**config.mk**
```make
export PLATFORM = sky130hd
export DESIGN_NAME = lsu_ctrl_flat
export DESIGN_NICKNAME = d
export VERILOG_FILES = /design/src/rtl/lsu_pkg.sv /design/src/rtl/lsu_if.sv /design/src/rtl/lsu_align.sv /design/src/rtl/lsu_ctrl.sv /design/src/flat_wrapper.sv
export SDC_FILE = /design/constraint.sdc
export NUM_CORES = 1
export LEC_CHECK = 0
export CAP_MARGIN = 5
export CORE_ASPECT_RATIO = 0.6
export CORE_UTILIZATION = 35
export DETAILED_ROUTE_END_ITERATION = 8
export GPL_TIMING_DRIVEN = 0
export PLACE_DENSITY = 0.67
export SYNTH_ARGS = -nofsm -noshare
export SYNTH_HDL_FRONTEND = slang
export SYNTH_SLANG_ARGS = --single-unit
```
**constraint.sdc**
```tcl
create_clock -name clk -period 2.91 [get_ports clk]
set_input_delay 0.7275 -clock clk [delete_from_list [all_inputs] [get_ports clk]]
set_output_delay 0.7275 -clock clk [all_outputs]
set_load 0.1 [all_outputs]
```
**src/rtl/lsu_pkg.sv**
```systemverilog
// Shared definitions for the load/store unit: funct3 codes, FSM state encoding,
// and the access-legality check applied to every request at accept time.
// Purely declarative; no ports, no latency, no backpressure.
package lsu_pkg;

    localparam logic [2:0] F3_B  = 3'b000;
    localparam logic [2:0] F3_H  = 3'b001;
    localparam logic [2:0] F3_W  = 3'b010;
    localparam logic [2:0] F3_BU = 3'b100;
    localparam logic [2:0] F3_HU = 3'b101;

    typedef enum logic [2:0] {
        S_IDLE,
        S_LD_WAIT,
        S_RMW_WAIT,
        S_RMW_WR,
        S_RESP
    } state_t;

    // Misalignment, reserved funct3 codes, and stores using an unsigned-load code.
    function automatic logic access_err(input logic we, input logic [2:0] funct3,
                                        input logic [1:0] ofs);
        logic err;
        err = 1'b0;
        case (funct3)
            F3_B:    err = 1'b0;
            F3_H:    err = ofs[0];
            F3_W:    err = (ofs != 2'b00);
            F3_BU:   err = we;
            F3_HU:   err = we | ofs[0];
            default: err = 1'b1;
        endcase
        return err;
    endfunction

endpackage

```
**src/rtl/lsu_if.sv**
```systemverilog
// Bundle of the CPU request/response handshake and the data-memory port.
// slave: the load/store unit; master: the CPU pipeline plus data memory.
// req_valid/req_ready handshake; responses and memory writes are never stalled.
interface lsu_if;
    logic        req_valid;
    logic        req_ready;
    logic        req_we;
    logic [2:0]  req_funct3;
    logic [31:0] req_addr;
    logic [31:0] req_wdata;
    logic        resp_valid;
    logic [31:0] resp_rdata;
    logic        resp_err;
    logic        mem_write_en;
    logic [31:0] mem_addr;
    logic [31:0] mem_write_data;
    logic [31:0] mem_read_data;

    modport slave (
        input  req_valid, req_we, req_funct3, req_addr, req_wdata, mem_read_data,
        output req_ready, resp_valid, resp_rdata, resp_err,
               mem_write_en, mem_addr, mem_write_data
    );

    modport master (
        output req_valid, req_we, req_funct3, req_addr, req_wdata, mem_read_data,
        input  req_ready, resp_valid, resp_rdata, resp_err,
               mem_write_en, mem_addr, mem_write_data
    );
endinterface

```
**src/rtl/lsu_align.sv**
```systemverilog
// Byte/half lane extraction with sign/zero extension, and sub-word store merge.
// Purely combinational, zero latency; no handshake, no backpressure.
// Ports: word (memory word), lane (byte offset), funct3, wdata -> ld_data, st_word.
module lsu_align
    import lsu_pkg::*;
(
    input  logic [31:0] word,
    input  logic [1:0]  lane,
    input  logic [2:0]  funct3,
    input  logic [31:0] wdata,
    output logic [31:0] ld_data,
    output logic [31:0] st_word
);

    logic [7:0]  byte_sel;
    logic [15:0] half_sel;

    assign byte_sel = word[{lane, 3'b000} +: 8];
    assign half_sel = lane[1] ? word[31:16] : word[15:0];

    always_comb begin
        ld_data = word;
        case (funct3)
            F3_B:    ld_data = {{24{byte_sel[7]}}, byte_sel};
            F3_BU:   ld_data = {24'h0, byte_sel};
            F3_H:    ld_data = {{16{half_sel[15]}}, half_sel};
            F3_HU:   ld_data = {16'h0, half_sel};
            default: ld_data = word;
        endcase
    end

    always_comb begin
        st_word = word;
        case (funct3)
            F3_B: st_word[{lane, 3'b000} +: 8] = wdata[7:0];
            F3_H: begin
                if (lane[1]) st_word[31:16] = wdata[15:0];
                else         st_word[15:0]  = wdata[15:0];
            end
            default: st_word = wdata;
        endcase
    end

endmodule

```
**src/rtl/lsu_ctrl.sv**
```systemverilog
// Load/store initiator on a single-port word memory (registered read, RMW for SB/SH).
// Latency after accept: SW/errors 1 cycle, loads 2, SB/SH 3; one request in flight.
// req_ready only in IDLE; resp_valid is a one-cycle pulse the CPU always takes.
// Ports: clk, rst (sync, active-high), bus (lsu_if.slave).
// Build option: LSU_RANGE_CHK_EN flags addresses beyond the 4*2^ADDR_W byte window.
module lsu_ctrl
    import lsu_pkg::*;
#(
    parameter int ADDR_W = 12,
    parameter int XLEN   = 32
) (
    input  logic   clk,
    input  logic   rst,
    lsu_if.slave   bus
);

    state_t            state, state_nxt;
    logic [ADDR_W-1:0] hold_widx;
    logic [1:0]        hold_lane;
    logic [2:0]        hold_f3;
    logic [XLEN-1:0]   hold_wdata;   // store data, replaced by the merged word in RMW
    logic [XLEN-1:0]   rdata_q;
    logic              err_q;
    logic [ADDR_W-1:0] widx;
    logic [XLEN-1:0]   ld_data;
    logic [XLEN-1:0]   st_word;
    logic              accept;
    logic              req_err;

    assign accept = bus.req_valid && (state == S_IDLE);

`ifdef LSU_RANGE_CHK_EN
    assign req_err = access_err(bus.req_we, bus.req_funct3, bus.req_addr[1:0])
                   || (bus.req_addr[31:ADDR_W+2] != '0);
`else
    // High address bits are dropped, so accesses wrap around the memory.
    assign req_err = access_err(bus.req_we, bus.req_funct3, bus.req_addr[1:0]);
    logic unused_addr_hi;
    assign unused_addr_hi = ^bus.req_addr[31:ADDR_W+2];
`endif

    lsu_align u_align (
        .word    (bus.mem_read_data),
        .lane    (hold_lane),
        .funct3  (hold_f3),
        .wdata   (hold_wdata),
        .ld_data (ld_data),
        .st_word (st_word)
    );

    always_ff @(posedge clk) begin
        if (rst) state <= S_IDLE;
        else     state <= state_nxt;
    end

    always_comb begin
        state_nxt          = state;
        bus.req_ready      = 1'b0;
        bus.resp_valid     = 1'b0;
        bus.mem_write_en   = 1'b0;
        widx               = hold_widx;
        bus.mem_write_data = hold_wdata;
        case (state)
            S_IDLE: begin
                // The memory sees the live request so SW and the RMW read start at accept.
                bus.req_ready      = 1'b1;
                widx               = bus.req_addr[ADDR_W+1:2];
                bus.mem_write_data = bus.req_wdata;
                if (accept) begin
                    if (req_err) begin
                        state_nxt = S_RESP;
                    end else if (!bus.req_we) begin
                        state_nxt = S_LD_WAIT;
                    end else if (bus.req_funct3 == F3_W) begin
                        bus.mem_write_en = 1'b1;
                        state_nxt        = S_RESP;
                    end else begin
                        state_nxt = S_RMW_WAIT;
                    end
                end
            end
            S_LD_WAIT:  state_nxt = S_RESP;
            S_RMW_WAIT: state_nxt = S_RMW_WR;
            S_RMW_WR: begin
                bus.mem_write_en = 1'b1;
                state_nxt        = S_RESP;
            end
            S_RESP: begin
                bus.resp_valid = 1'b1;
                state_nxt      = S_IDLE;
            end
            default: state_nxt = S_IDLE;
        endcase
        // A reset landing on a write cycle must leave memory untouched.
        if (rst) bus.mem_write_en = 1'b0;
    end

    assign bus.mem_addr   = {{(XLEN-ADDR_W){1'b0}}, widx};
    assign bus.resp_rdata = rdata_q;
    assign bus.resp_err   = err_q;

    always_ff @(posedge clk) begin
        if (rst) begin
            hold_widx  <= '0;
            hold_lane  <= '0;
            hold_f3    <= '0;
            hold_wdata <= '0;
            rdata_q    <= '0;
            err_q      <= 1'b0;
        end else begin
            case (state)
                S_IDLE: begin
                    if (accept) begin
                        hold_widx  <= widx;
                        hold_lane  <= bus.req_addr[1:0];
                        hold_f3    <= bus.req_funct3;
                        hold_wdata <= bus.req_wdata;
                        if (state_nxt == S_RESP) begin
                            rdata_q <= '0;
                            err_q   <= req_err;
                        end
                    end
                end
                S_LD_WAIT: begin
                    rdata_q <= ld_data;
                    err_q   <= 1'b0;
                end
                S_RMW_WAIT: hold_wdata <= st_word;
                S_RMW_WR: begin
                    rdata_q <= '0;
                    err_q   <= 1'b0;
                end
                default: ;
            endcase
        end
    end

endmodule

```
**src/flat_wrapper.sv**
```systemverilog
// flat-port wrapper written by rule: the top's interface ports become plain ports
module lsu_ctrl_flat import lsu_pkg::*;
#(
    parameter int ADDR_W = 12,
    parameter int XLEN   = 32
)
  (clk, rst, bus_req_valid, bus_req_we, bus_req_funct3, bus_req_addr, bus_req_wdata, bus_mem_read_data, bus_req_ready, bus_resp_valid, bus_resp_rdata, bus_resp_err, bus_mem_write_en, bus_mem_addr, bus_mem_write_data);
  lsu_if bus_i ();
  input  logic clk;
  input  logic rst;
  input wire logic [$bits(bus_i.req_valid)-1:0] bus_req_valid;
  input wire logic [$bits(bus_i.req_we)-1:0] bus_req_we;
  input wire logic [$bits(bus_i.req_funct3)-1:0] bus_req_funct3;
  input wire logic [$bits(bus_i.req_addr)-1:0] bus_req_addr;
  input wire logic [$bits(bus_i.req_wdata)-1:0] bus_req_wdata;
  input wire logic [$bits(bus_i.mem_read_data)-1:0] bus_mem_read_data;
  output wire logic [$bits(bus_i.req_ready)-1:0] bus_req_ready;
  output wire logic [$bits(bus_i.resp_valid)-1:0] bus_resp_valid;
  output wire logic [$bits(bus_i.resp_rdata)-1:0] bus_resp_rdata;
  output wire logic [$bits(bus_i.resp_err)-1:0] bus_resp_err;
  output wire logic [$bits(bus_i.mem_write_en)-1:0] bus_mem_write_en;
  output wire logic [$bits(bus_i.mem_addr)-1:0] bus_mem_addr;
  output wire logic [$bits(bus_i.mem_write_data)-1:0] bus_mem_write_data;
  assign bus_i.req_valid = bus_req_valid;
  assign bus_i.req_we = bus_req_we;
  assign bus_i.req_funct3 = bus_req_funct3;
  assign bus_i.req_addr = bus_req_addr;
  assign bus_i.req_wdata = bus_req_wdata;
  assign bus_i.mem_read_data = bus_mem_read_data;
  assign bus_req_ready = bus_i.req_ready;
  assign bus_resp_valid = bus_i.resp_valid;
  assign bus_resp_rdata = bus_i.resp_rdata;
  assign bus_resp_err = bus_i.resp_err;
  assign bus_mem_write_en = bus_i.mem_write_en;
  assign bus_mem_addr = bus_i.mem_addr;
  assign bus_mem_write_data = bus_i.mem_write_data;
  lsu_ctrl #(.ADDR_W(ADDR_W), .XLEN(XLEN)) u_core (.clk(clk), .rst(rst), .bus(bus_i));
endmodule
```
### After elaboration in Yosys (flattened, before gate mapping)

Index checks and enable logic that the tools add are counted.

* register bits after elaboration: 85
* input port bits: 103
* output and inout bits: 100
* word-level logic and storage cells: 73

* add/sub/neg operators: 1
* equal/unequal tests: 16
* shifts and indexed selects: 3
* muxes and demuxes: 30
* bitwise operators: 1
* reduce and logical (&&, ||, !) cells: 14

Operators by type and width (count)
* two-way mux 32 bit: 4
* one-hot mux 32 bit (2 select lines): 2
* one-hot mux 32 bit (4 select lines): 1
* one-hot mux 32 bit (3 select lines): 1
* two-way mux 16 bit: 3
* bitwise mux 32 bit: 1
* variable shift 8 x 7 -> 32 bit, first input constant: 1
* variable part select 32 x 6 -> 8 bit: 1
* variable part select 8 x 7 -> 32 bit: 1
* equality test 3 bit, second input constant: 6
* two-way mux 12 bit: 1
* two-way mux 3 bit: 4
* equality test 3 x 1 -> 1 bit, second input constant: 3
* equality test 3 x 2 -> 1 bit, second input constant: 3
* zero test 3 bit: 3
* two-way mux 1 bit: 9
* one-hot mux 3 bit (3 select lines): 1
* AND reduction 3 bit: 3
* negator 5 -> 7 bit: 1
* nonzero test 2 bit: 3
* one-hot mux 1 bit (5 select lines): 1
* one-hot mux 1 bit (2 select lines): 2
* AND reduction 4 bit: 1
* inequality test 3 x 2 -> 1 bit, second input constant: 1
* other kinds (8): 8

### Logic depth before layout (Yosys ltp)

Gate-level depths: netlist of run 1.

* depth in word-level cells: 10
* gate-level depth with buffers: 9

### By module

A second synthesis of run 1 with hierarchy kept.

* cell total of the unflattened synthesis: 918
* area total of the unflattened synthesis: 6792.8 µm²

Modules (own cells, without submodules)
* lsu_ctrl: instances 1, cells each 617, area an instance 5032.3 µm², seq. area each 1701.6 µm²
* lsu_align: instances 1, cells each 301, area an instance 1760.4 µm², seq. area each 0.0 µm²

### Worst setup path after synthesis of run 1

No wires, ideal clock.

* kind: input to output
* start point: input port bus_req_valid
* end point: output port bus_mem_write_en
* data arrival time: 2.981 ns
* required time: 2.183 ns
* slack: -0.799 ns
* stages on the path: 4
* buffers on the path: 0
* path through: nor4b_4 > nand2_1 > or3_1 > a21oi_1

* cells in the longest elaborated chain, start to end: 4

RTL lines
* start: declaration: line flat_wrapper.sv:11 `input wire logic [$bits(bus_i.req_valid)-1:0] bus_req_valid;`
* logical AND 1 bit: line lsu_ctrl.sv:30 `assign accept = bus.req_valid && (state == S_IDLE);`
* two-way mux 1 bit: line lsu_ctrl.sv:69 `if (accept) begin`
* one-hot mux 1 bit (2 select lines): line lsu_ctrl.sv:63 `case (state)`
* two-way mux 1 bit: line lsu_ctrl.sv:95 `if (rst) bus.mem_write_en = 1'b0;`
* end: declaration: line flat_wrapper.sv:21 `output wire logic [$bits(bus_i.mem_write_en)-1:0] bus_mem_write_en;`

No other way between the ends.

### Final worst setup path of run 1

* start point: input port bus_req_funct3[2]
* end point: output port bus_mem_write_en

* cells in the longest elaborated chain, start to end: 7
* elaborated cells between the ends (all ways): 12

RTL lines
* start: declaration: line flat_wrapper.sv:13 `input wire logic [$bits(bus_i.req_funct3)-1:0] bus_req_funct3;`
* equality test 3 x 2 -> 1 bit: line lsu_pkg.sv:25, lsu_ctrl.sv:74
* two-way mux 1 bit: line lsu_ctrl.sv:74 `end else if (bus.req_funct3 == F3_W) begin`
* two-way mux 1 bit: line lsu_ctrl.sv:72 `end else if (!bus.req_we) begin`
* two-way mux 1 bit *: line lsu_ctrl.sv:70 `if (req_err) begin`
* two-way mux 1 bit *: line lsu_ctrl.sv:69
* one-hot mux 1 bit (2 select lines) *: line lsu_ctrl.sv:63
* two-way mux 1 bit *: line lsu_ctrl.sv:95

Mark *: on every way between the ends. The rest lies on a longest branch, timed or not.

==> results of run 1 <==
[worst paths after layout]
| kind | from | end | slack [ps] | cells past startpoint |
|---|---|---|---|---|
| setup / recovery | bus_req_funct3[2] | bus_mem_write_en | -20 | 6 |
| hold / removal | u_core.hold_widx[8]$_SDFFE_PP0P_ | u_core.hold_widx[8]$_SDFFE_PP0P_ | 450 | 2 |
| hold reg to reg | u_core.hold_widx[8]$_SDFFE_PP0P_ | u_core.hold_widx[8]$_SDFFE_PP0P_ | 450 | 2 |
| setup reg to reg | u_core.hold_lane[0]$_SDFFE_PP0P_ | u_core.hold_wdata[29]$_SDFFE_PP0P_ | 180 | 8 |
[layout by cell type, fill, tap and decap left out, types with 4 or more instances in the layout]
master,Yosys,routed
a211o_1,8,8
a211oi_1,16,16
a21oi_1,32,31
a221o_1,27,27
a221oi_1,12,11
a22o_1,9,9
a311oi_1,7,7
a31oi_1,10,9
and2_1,20,20
buf_2,22,17
buf_4,22,75
clkbuf_1,17,16
clkbuf_16,0,9
clkdlybuf4s15_2,0,6
clkdlybuf4s50_1,0,110
conb_1,1,20
dfxtp_1,85,85
dlymetal6s2s_1,0,4
ha_1,5,5
inv_1,14,14
mux2_2,45,45
mux2i_1,13,13
mux4_2,4,4
nand2_1,61,60
nand2b_1,11,11
nand3_1,12,12
nor2_1,23,23
nor2b_1,9,9
nor3_1,6,5
o211ai_1,4,4
o21ai_0,7,7
o21bai_1,9,9
o22ai_1,4,4
o2bb2ai_1,13,13
or3_1,6,5
[Yosys cell counts (4+ instances only)]
cell type,n
nand2b_1,11
and2_1,20
o211ai_1,4
buf_2,22
o21bai_1,9
o21ai_0,7
a31oi_1,10
mux4_2,4
or3_1,6
buf_4,22
a311oi_1,7
o2bb2ai_1,13
nand3_1,12
inv_1,14
dfxtp_1,85
nor2b_1,9
mux2i_1,13
clkbuf_1,17
nor2_1,23
mux2_2,45
a22o_1,9
nand2_1,61
ha_1,5
a211o_1,8
a21oi_1,32
nor3_1,6
o22ai_1,4
a221oi_1,12
a211oi_1,16
a221o_1,27
[power groups by stage]
stage / combinational (mW) / sequential [mW] / clock, mW
detailed placement: 1.74 / 1.33 / 0
global route: 1.84 / 1.32 / 1.43
finish: 1.76 / 1.31 / 1.37
CTS: 1.70 / 1.30 / 1.38
floorplan: 1.21 / 1.39 / 0
global placement: 1.73 / 1.33 / 0
[state kept, by name (all words and copies together), names as in the netlist]
name,cells
u_core.hold_lane,2
u_core.hold_wdata,32
u_core.hold_widx,12
u_core.bus.resp_err,1
u_core.state,3
u_core.bus.resp_rdata,32
u_core.hold_f3,3
[cell families after synthesis]
| logic type | after synthesis | synth area share (%) |
|---|---|---|
| other | 1 | 0.07245 |
| adder cells (fa/ha/maj) | 5 | 1.209 |
| multiplexers | 62 | 14.04 |
| buffers and inverters | 80 | 8.364 |
| flip-flops | 85 | 32.87 |
| AO/OA/AOI/OAI | 170 | 25.50 |
| AND/OR/NAND/NOR | 173 | 17.94 |
[worst register-to-register path: cells and delay by family, from the launching register on]
kind                       cells  cell delay (ps)
adders and majority gates      1              350
DFF                            1              410
AOI/OAI and AO/OA              3              760
buffers and inverters          3              670
and+or+nand+nor                1              440
[final cells by class]
class / count / area share [%]
Tap cell: 198 / 3.268
Clock inverter: 5 / 1.420
Multi-Input combinational cell: 430 / 41.80
Sequential cell: 85 / 22.45
Buffer: 65 / 5.200
Clock buffer: 11 / 3.202
Timing Repair Buffer: 176 / 21.97
Inverter: 14 / 0.6933
[layer usage]
layer | global-route usage [%] | wire length (um) | vias up
li1 | - | - | 2536
met1 | 39.00 | 9933 | 2621
met2 | 38.38 | 7931 | 281
met3 | 9.306 | 2217 | 23
met4 | 4.968 | 240 | 0
met5 | 0 | 0 | -
[timing repair]
item | 4_1_cts | 5_1_grt
resized for setup | 234 | 92
setup buffers | 11 | 1
cloned | 0 | 0
hold buffers | 0 | 0
pin swaps | 4 | 5
endpoints found under the setup margin | 50 | 76
==> impl_metrics.prom, run 1 <==
# TYPE chip_impl_metric gauge
chip_impl_metric{name="vias_in_the_first_global_route",unit=""} 5187
chip_impl_metric{name="antennaDiodeCount",unit=""} 0
chip_impl_metric{name="final_cells",unit=""} 984
chip_impl_metric{name="finish.instance_area",unit="sq um"} 7580
chip_impl_metric{name="whs",unit="ps"} 454.7
chip_impl_metric{name="switchingPower",unit="mW"} 1.821
chip_impl_metric{name="yosysUniqueCellTypes",unit=""} 59
chip_impl_metric{name="timing_worst_slew_pin_value",unit="ps"} 986.8
chip_impl_metric{name="critical-path-max-stage-delay",unit="ps"} 390
chip_impl_metric{name="ant_nets",unit=""} 0
chip_impl_info{name="synth-main-ff-cell",value="dfxtp_1"} 1
chip_impl_metric{name="total_power",unit="mW"} 4.441
chip_impl_metric{name="die_width",unit="um"} 159
chip_impl_metric{name="power_density",unit="nW/um^2"} 585.9
chip_impl_metric{name="drt-vias-per-instance",unit=""} 5.550
chip_impl_metric{name="path_max_fanout",unit=""} 4
chip_impl_metric{name="clock_path_buffers",unit=""} 2
chip_impl_metric{name="nNetsFinal",unit=""} 889
chip_impl_metric{name="cp.required",unit="ps"} 2180
chip_impl_info{name="synth.largest_area_cell",value="dfxtp_1"} 1
chip_impl_metric{name="grt.overflow.total",unit=""} 0
chip_impl_metric{name="clk_pin_slew_worst_paths",unit="ps"} 60
chip_impl_metric{name="ff_latch_area",unit="sq um"} 1702
chip_impl_metric{name="maxCapViolCount",unit=""} 0
chip_impl_metric{name="clock_tree.htree_level_count",unit=""} 3
chip_impl_metric{name="detail_route.iter0.violations",unit=""} 509
chip_impl_metric{name="layout_overhead_on_the_synthesized_area",unit="%"} 46.43
chip_impl_metric{name="drt_pass1_iterations",unit=""} 6
chip_impl_info{name="cpMaxStageDelayCell",value="or3_4"} 1
chip_impl_metric{name="min_period",unit="ps"} 2925
chip_impl_metric{name="combPwrFrac",unit="%"} 39.7
chip_impl_info{name="violations",value="negative setup slack"} 1
chip_impl_metric{name="finalWorstSetupSlack",unit="ps"} -15.12
chip_impl_metric{name="sequentialPowerShare",unit="%"} 29.5
chip_impl_metric{name="tritoncts.num_buffers",unit=""} 9
chip_impl_metric{name="grt_first_pass_wirelength",unit="um"} 31060
chip_impl_metric{name="ys.warnings.count",unit=""} 0
chip_impl_info{name="cts_root_buffer",value="clkbuf_16"} 1
chip_impl_metric{name="core_area",unit="sq um"} 14460
chip_impl_info{name="cells_along_the_critical_path",value="dlygate4sd2_1 -> nor4_2 -> nor2_1 -> or3_4 -> a21oi_4 -> buf_12"} 1
chip_impl_metric{name="max-vdd-ir-drop",unit="V"} 0.0003487
chip_impl_metric{name="fp.dieArea",unit="sq um"} 15300
chip_impl_metric{name="critical_path_buf_inv_count",unit=""} 2
chip_impl_metric{name="grt_usage",unit="%"} 27.04
chip_impl_info{name="tritoncts",value="yes"} 1
chip_impl_metric{name="synthesis.area_per_instance",unit="sq um"} 8.986
chip_impl_metric{name="setup-violations-final",unit=""} 1
chip_impl_metric{name="netlist_instances",unit=""} 576
chip_impl_info{name="timing_worst_setup_path_type",value="input port to output pin"} 1
chip_impl_metric{name="detailed_place_hpwl",unit="um"} 15790
chip_impl_metric{name="layout.core_utilization",unit="%"} 52.40
chip_impl_metric{name="grt_antenna_before_repair",unit=""} 0
chip_impl_metric{name="ys_async_sr_fraction",unit="%"} 0
chip_impl_metric{name="dpl.cell_count",unit=""} 957
chip_impl_info{name="result_of_the_run",value="complete, but fails checks"} 1
chip_impl_metric{name="fmax",unit="MHz"} 341.9
chip_impl_metric{name="timing.max_slew.rel_slack",unit="%"} 34.00
chip_impl_metric{name="die_y",unit="um"} 96.20
chip_impl_metric{name="number_of_drc_violations_after_detailed_routing",unit=""} 0
chip_impl_info{name="start_kind",value="input port"} 1
chip_impl_metric{name="finalCritPeriodShare",unit="%"} 100.5
chip_impl_metric{name="number_of_flops_mapped_to_enable_cells_by_yosys",unit=""} 0
chip_impl_metric{name="io_buffers",unit=""} 164
chip_impl_metric{name="layout-drive-gt1-share",unit="%"} 24.55
chip_impl_info{name="hold_path.class",value="flip-flop to flip-flop"} 1
chip_impl_metric{name="final.setup.tns",unit="ps"} -15.12
chip_impl_metric{name="clock_latency",unit="ps"} 340
chip_impl_metric{name="final_hold_viol_count",unit=""} 0
chip_impl_metric{name="yosysSeqAreaShare",unit="%"} 32.87
chip_impl_metric{name="floorplan.rows",unit=""} 34
chip_impl_metric{name="multi_input_comb_area",unit="sq um"} 3168
chip_impl_metric{name="num_io_pins",unit=""} 203
chip_impl_metric{name="start_util",unit="%"} 35.79
chip_impl_metric{name="yosys_register_bits",unit=""} 85
chip_impl_metric{name="worst_ep_arrival_time",unit="ps"} 2200
chip_impl_metric{name="synth_largest_type_area_fraction",unit="%"} 32.87
chip_impl_metric{name="place_worst_setup_slack",unit="ps"} -1317
chip_impl_info{name="grt_setup_unrepaired",value="yes"} 1
chip_impl_metric{name="clock_sinks",unit=""} 85
chip_impl_metric{name="place_congestion",unit=""} 0.9145
chip_impl_metric{name="power.leakage",unit="nW"} 3.104
chip_impl_metric{name="drt-total-wl",unit="um"} 20320
chip_impl_metric{name="post_synth_instance_area",unit="sq um"} 5176
chip_impl_metric{name="wire_per_inst",unit="um"} 20.65
chip_impl_metric{name="p_sw_share",unit="%"} 41.00
chip_impl_metric{name="final-max-slew-violation-count",unit=""} 0
chip_impl_metric{name="clock_skew",unit="ps"} 5.906
chip_impl_info{name="critical_path.top_delay_family",value="simple AND/OR/NAND/NOR gates"} 1
chip_impl_metric{name="cell_internal_pwr",unit="mW"} 2.620
chip_impl_metric{name="vias",unit=""} 5461
chip_impl_metric{name="pin_count_of_the_biggest_net_entering_global_routing",unit=""} 15
chip_impl_metric{name="fillerInstances",unit=""} 1358
chip_impl_info{name="netlist_top_cells_area",value="dfxtp_1 (33%), mux2_2 (9.8%), a221o_1 (5.2%)"} 1
chip_impl_info{name="setup.worst_path.end_class",value="output pin"} 1
chip_impl_metric{name="detailed_place.area",unit="sq um"} 7146
chip_impl_metric{name="clock_power_share",unit="%"} 30.8
Power figures use the tool's default switching activity.
==> run 2: changes to the inputs <==
Settings changed: CAP_MARGIN 5 to unset.
==> results of run 2 <==
Final layout, timing and power as in run 1 (identical DEF).
==> run 3: changes to the inputs <==
Settings changed: CORE_UTILIZATION 35 to 44, PLACE_DENSITY 0.67 to 0.81.
==> impl_metrics.prom, run 3 (synthesized netlist as in run 1, its figures left out) <==
# TYPE chip_impl_metric gauge
chip_impl_info{name="layout.cells.most_common_list",value="clkdlybuf4s50_1 (110), dfxtp_1 (85), nand2_1 (61), buf_2 (56), mux2_2 (45)"} 1
chip_impl_metric{name="min_period",unit="ps"} 2907
chip_impl_metric{name="grt.overflow.total",unit=""} 0
chip_impl_metric{name="maxCapViolCount",unit=""} 0
chip_impl_metric{name="layout_overhead_on_the_synthesized_area",unit="%"} 42.20
chip_impl_metric{name="power_density",unit="nW/um^2"} 596.2
chip_impl_metric{name="die_y",unit="um"} 86.02
chip_impl_metric{name="antennaDiodeCount",unit=""} 0
chip_impl_metric{name="final_hold_viol_count",unit=""} 0
chip_impl_metric{name="layout-drive-gt1-share",unit="%"} 23.78
chip_impl_info{name="tritoncts",value="yes"} 1
chip_impl_metric{name="core_area",unit="sq um"} 11370
chip_impl_metric{name="tritoncts.num_buffers",unit=""} 9
chip_impl_metric{name="place_congestion",unit=""} 0.9442
chip_impl_metric{name="pin_count_of_the_biggest_net_entering_global_routing",unit=""} 15
chip_impl_metric{name="place_worst_setup_slack",unit="ps"} -1326
chip_impl_metric{name="final-max-slew-violation-count",unit=""} 0
chip_impl_metric{name="num_io_pins",unit=""} 203
chip_impl_metric{name="clock_path_buffers",unit=""} 2
chip_impl_metric{name="p_sw_share",unit="%"} 40.93
chip_impl_metric{name="cell_internal_pwr",unit="mW"} 2.592
chip_impl_info{name="timing_worst_setup_path_type",value="input port to output pin"} 1
chip_impl_info{name="hold_path.class",value="flip-flop to flip-flop"} 1
chip_impl_info{name="start_kind",value="input port"} 1
chip_impl_metric{name="io_buffers",unit=""} 164
chip_impl_metric{name="vias_in_the_first_global_route",unit=""} 5240
chip_impl_info{name="cells_along_the_critical_path",value="dlygate4sd2_1 -> nor4_4 -> nor2_2 -> or3_1 -> a21oi_2 -> buf_12"} 1
chip_impl_metric{name="number_of_drc_violations_after_detailed_routing",unit=""} 0
chip_impl_metric{name="combPwrFrac",unit="%"} 38.9
chip_impl_metric{name="switchingPower",unit="mW"} 1.796
chip_impl_metric{name="gr-usage-met3",unit="%"} 11.61
chip_impl_metric{name="path_max_fanout",unit=""} 4
chip_impl_metric{name="cp.required",unit="ps"} 2180
chip_impl_metric{name="grt_antenna_before_repair",unit=""} 0
chip_impl_metric{name="drt-vias-per-instance",unit=""} 5.896
chip_impl_metric{name="fmax",unit="MHz"} 343.9
chip_impl_metric{name="grtUsageMet1",unit="%"} 46.01
chip_impl_metric{name="global_route.usage.met2",unit="%"} 44.56
chip_impl_metric{name="clock_latency",unit="ps"} 340
chip_impl_metric{name="clk_pin_slew_worst_paths",unit="ps"} 60
chip_impl_metric{name="setup-violations-final",unit=""} 0
chip_impl_metric{name="finalWorstSetupSlack",unit="ps"} 2.544
chip_impl_metric{name="detailed_place_hpwl",unit="um"} 15140
chip_impl_metric{name="dpl.cell_count",unit=""} 919
chip_impl_info{name="grt_setup_unrepaired",value="yes"} 1
chip_impl_metric{name="grt_first_pass_wirelength",unit="um"} 29740
chip_impl_info{name="cpMaxStageDelayCell",value="nor4_4"} 1
chip_impl_metric{name="start_util",unit="%"} 45.51
chip_impl_metric{name="nNetsFinal",unit=""} 881
chip_impl_metric{name="floorplan.rows",unit=""} 30
chip_impl_metric{name="drt-total-wl",unit="um"} 19430
chip_impl_metric{name="vias",unit=""} 5530
chip_impl_info{name="cts_root_buffer",value="clkbuf_16"} 1
chip_impl_metric{name="clock_power_share",unit="%"} 31.3
chip_impl_metric{name="clock_sinks",unit=""} 85
chip_impl_metric{name="timing_worst_slew_pin_value",unit="ps"} 1010
chip_impl_metric{name="max-vdd-ir-drop",unit="V"} 0.0003434
chip_impl_metric{name="clock_tree.htree_level_count",unit=""} 3
chip_impl_metric{name="grt_usage",unit="%"} 32.23
chip_impl_info{name="grt_busiest_layer",value="met1"} 1
chip_impl_metric{name="timing.max_slew.rel_slack",unit="%"} 32.46
chip_impl_metric{name="drt_pass1_iterations",unit=""} 5
chip_impl_metric{name="finish.instance_area",unit="sq um"} 7361
chip_impl_metric{name="ant_nets",unit=""} 0
chip_impl_info{name="setup.worst_path.end_class",value="output pin"} 1
chip_impl_metric{name="fp.dieArea",unit="sq um"} 12220
chip_impl_metric{name="wire_per_inst",unit="um"} 20.72
chip_impl_info{name="result_of_the_run",value="complete, no violations"} 1
chip_impl_metric{name="detail_route.iter0.violations",unit=""} 500
chip_impl_metric{name="detailed_place.area",unit="sq um"} 7098
chip_impl_metric{name="sequentialPowerShare",unit="%"} 29.7
chip_impl_metric{name="power.leakage",unit="nW"} 3.027
chip_impl_metric{name="final_cells",unit=""} 938
chip_impl_metric{name="clock_skew",unit="ps"} 4.806
chip_impl_metric{name="critical-path-max-stage-delay",unit="ps"} 330
chip_impl_metric{name="die_width",unit="um"} 142.0
chip_impl_info{name="layout.cells.most_common",value="clkdlybuf4s50_1"} 1
chip_impl_metric{name="finalCritPeriodShare",unit="%"} 99.91
chip_impl_metric{name="worst_ep_arrival_time",unit="ps"} 2180
==> run 3: stage by stage <==
stage / total power, mW / setup TNS (ps) / hold WS [ps] / util, %
6_report: 4.388 / 0 / 460.6 / 64.72
5_1_grt: 4.514 / -67.36 / 482.3 / 64.72
4_1_cts: 4.370 / -157.0 / 464.1 / 64.41
3_5_place_dp: 3.065 / -34740 / 454.5 / 62.41
3_3_place_gp: 3.047 / -31700 / 440.8 / 62.41
2_1_floorplan: 2.599 / -255.9 / 433.8 / -
==> run 3: worst max-delay path, delay by kind of cell <==
| kind | cells | cell delay [ps] |
|---|---|---|
| AO/OA/AOI/OAI | 1 | 190 |
| buffers and inverters | 2 | 510 |
| AND/OR/NAND/NOR | 3 | 760 |
==> run 3: worst paths after layout <==
path	slack (ps)	start	endpoint	cells past startpoint
worst max-delay path	3	bus_req_funct3[2]	bus_mem_write_en	6
worst min register to register	460	u_core.hold_widx[9]$_SDFFE_PP0P_	u_core.hold_widx[9]$_SDFFE_PP0P_	2
worst max register to register	230	u_core.hold_lane[0]$_SDFFE_PP0P_	u_core.hold_wdata[29]$_SDFFE_PP0P_	8
worst min-delay path	460	u_core.hold_widx[9]$_SDFFE_PP0P_	u_core.hold_widx[9]$_SDFFE_PP0P_	2
==> run 3: metal layers <==
layer	part of all wire, %	routed length (um)	vias up
met5	0	0	-
met4	1.8	359	0
met3	14	2664	32
met2	40	7753	342
met1	45	8656	2630
li1	-	-	2526
==> run 3: repair_timing <==
| action | 4_1_cts | 5_1_grt |
|---|---|---|
| pin swaps | 6 | 3 |
| endpoints found under the setup margin | 50 | 35 |
| buffers inserted | 4 | 0 |
| hold buffers | 0 | 0 |
| gates resized for setup | 233 | 18 |
==> run 3: final cells by class <==
class,instances,area [sq um]
Tap cell,160,200.2
Fill cell,980,4013
Inverter,14,52.55
Sequential cell,85,1702
Clock buffer,11,252.7
Clock inverter,5,106.4
Buffer,65,387.9
Multi-Input combinational cell,430,3158
Timing Repair Buffer,168,1501
==> run 3: power groups by stage <==
stage,Combinational [mW],Clock [mW],Sequential [mW]
after floorplan,1.21,0,1.39
after global placement,1.72,0,1.32
after detailed placement,1.74,0,1.33
after CTS,1.69,1.38,1.30
after global routing,1.78,1.43,1.31
final,1.71,1.38,1.30
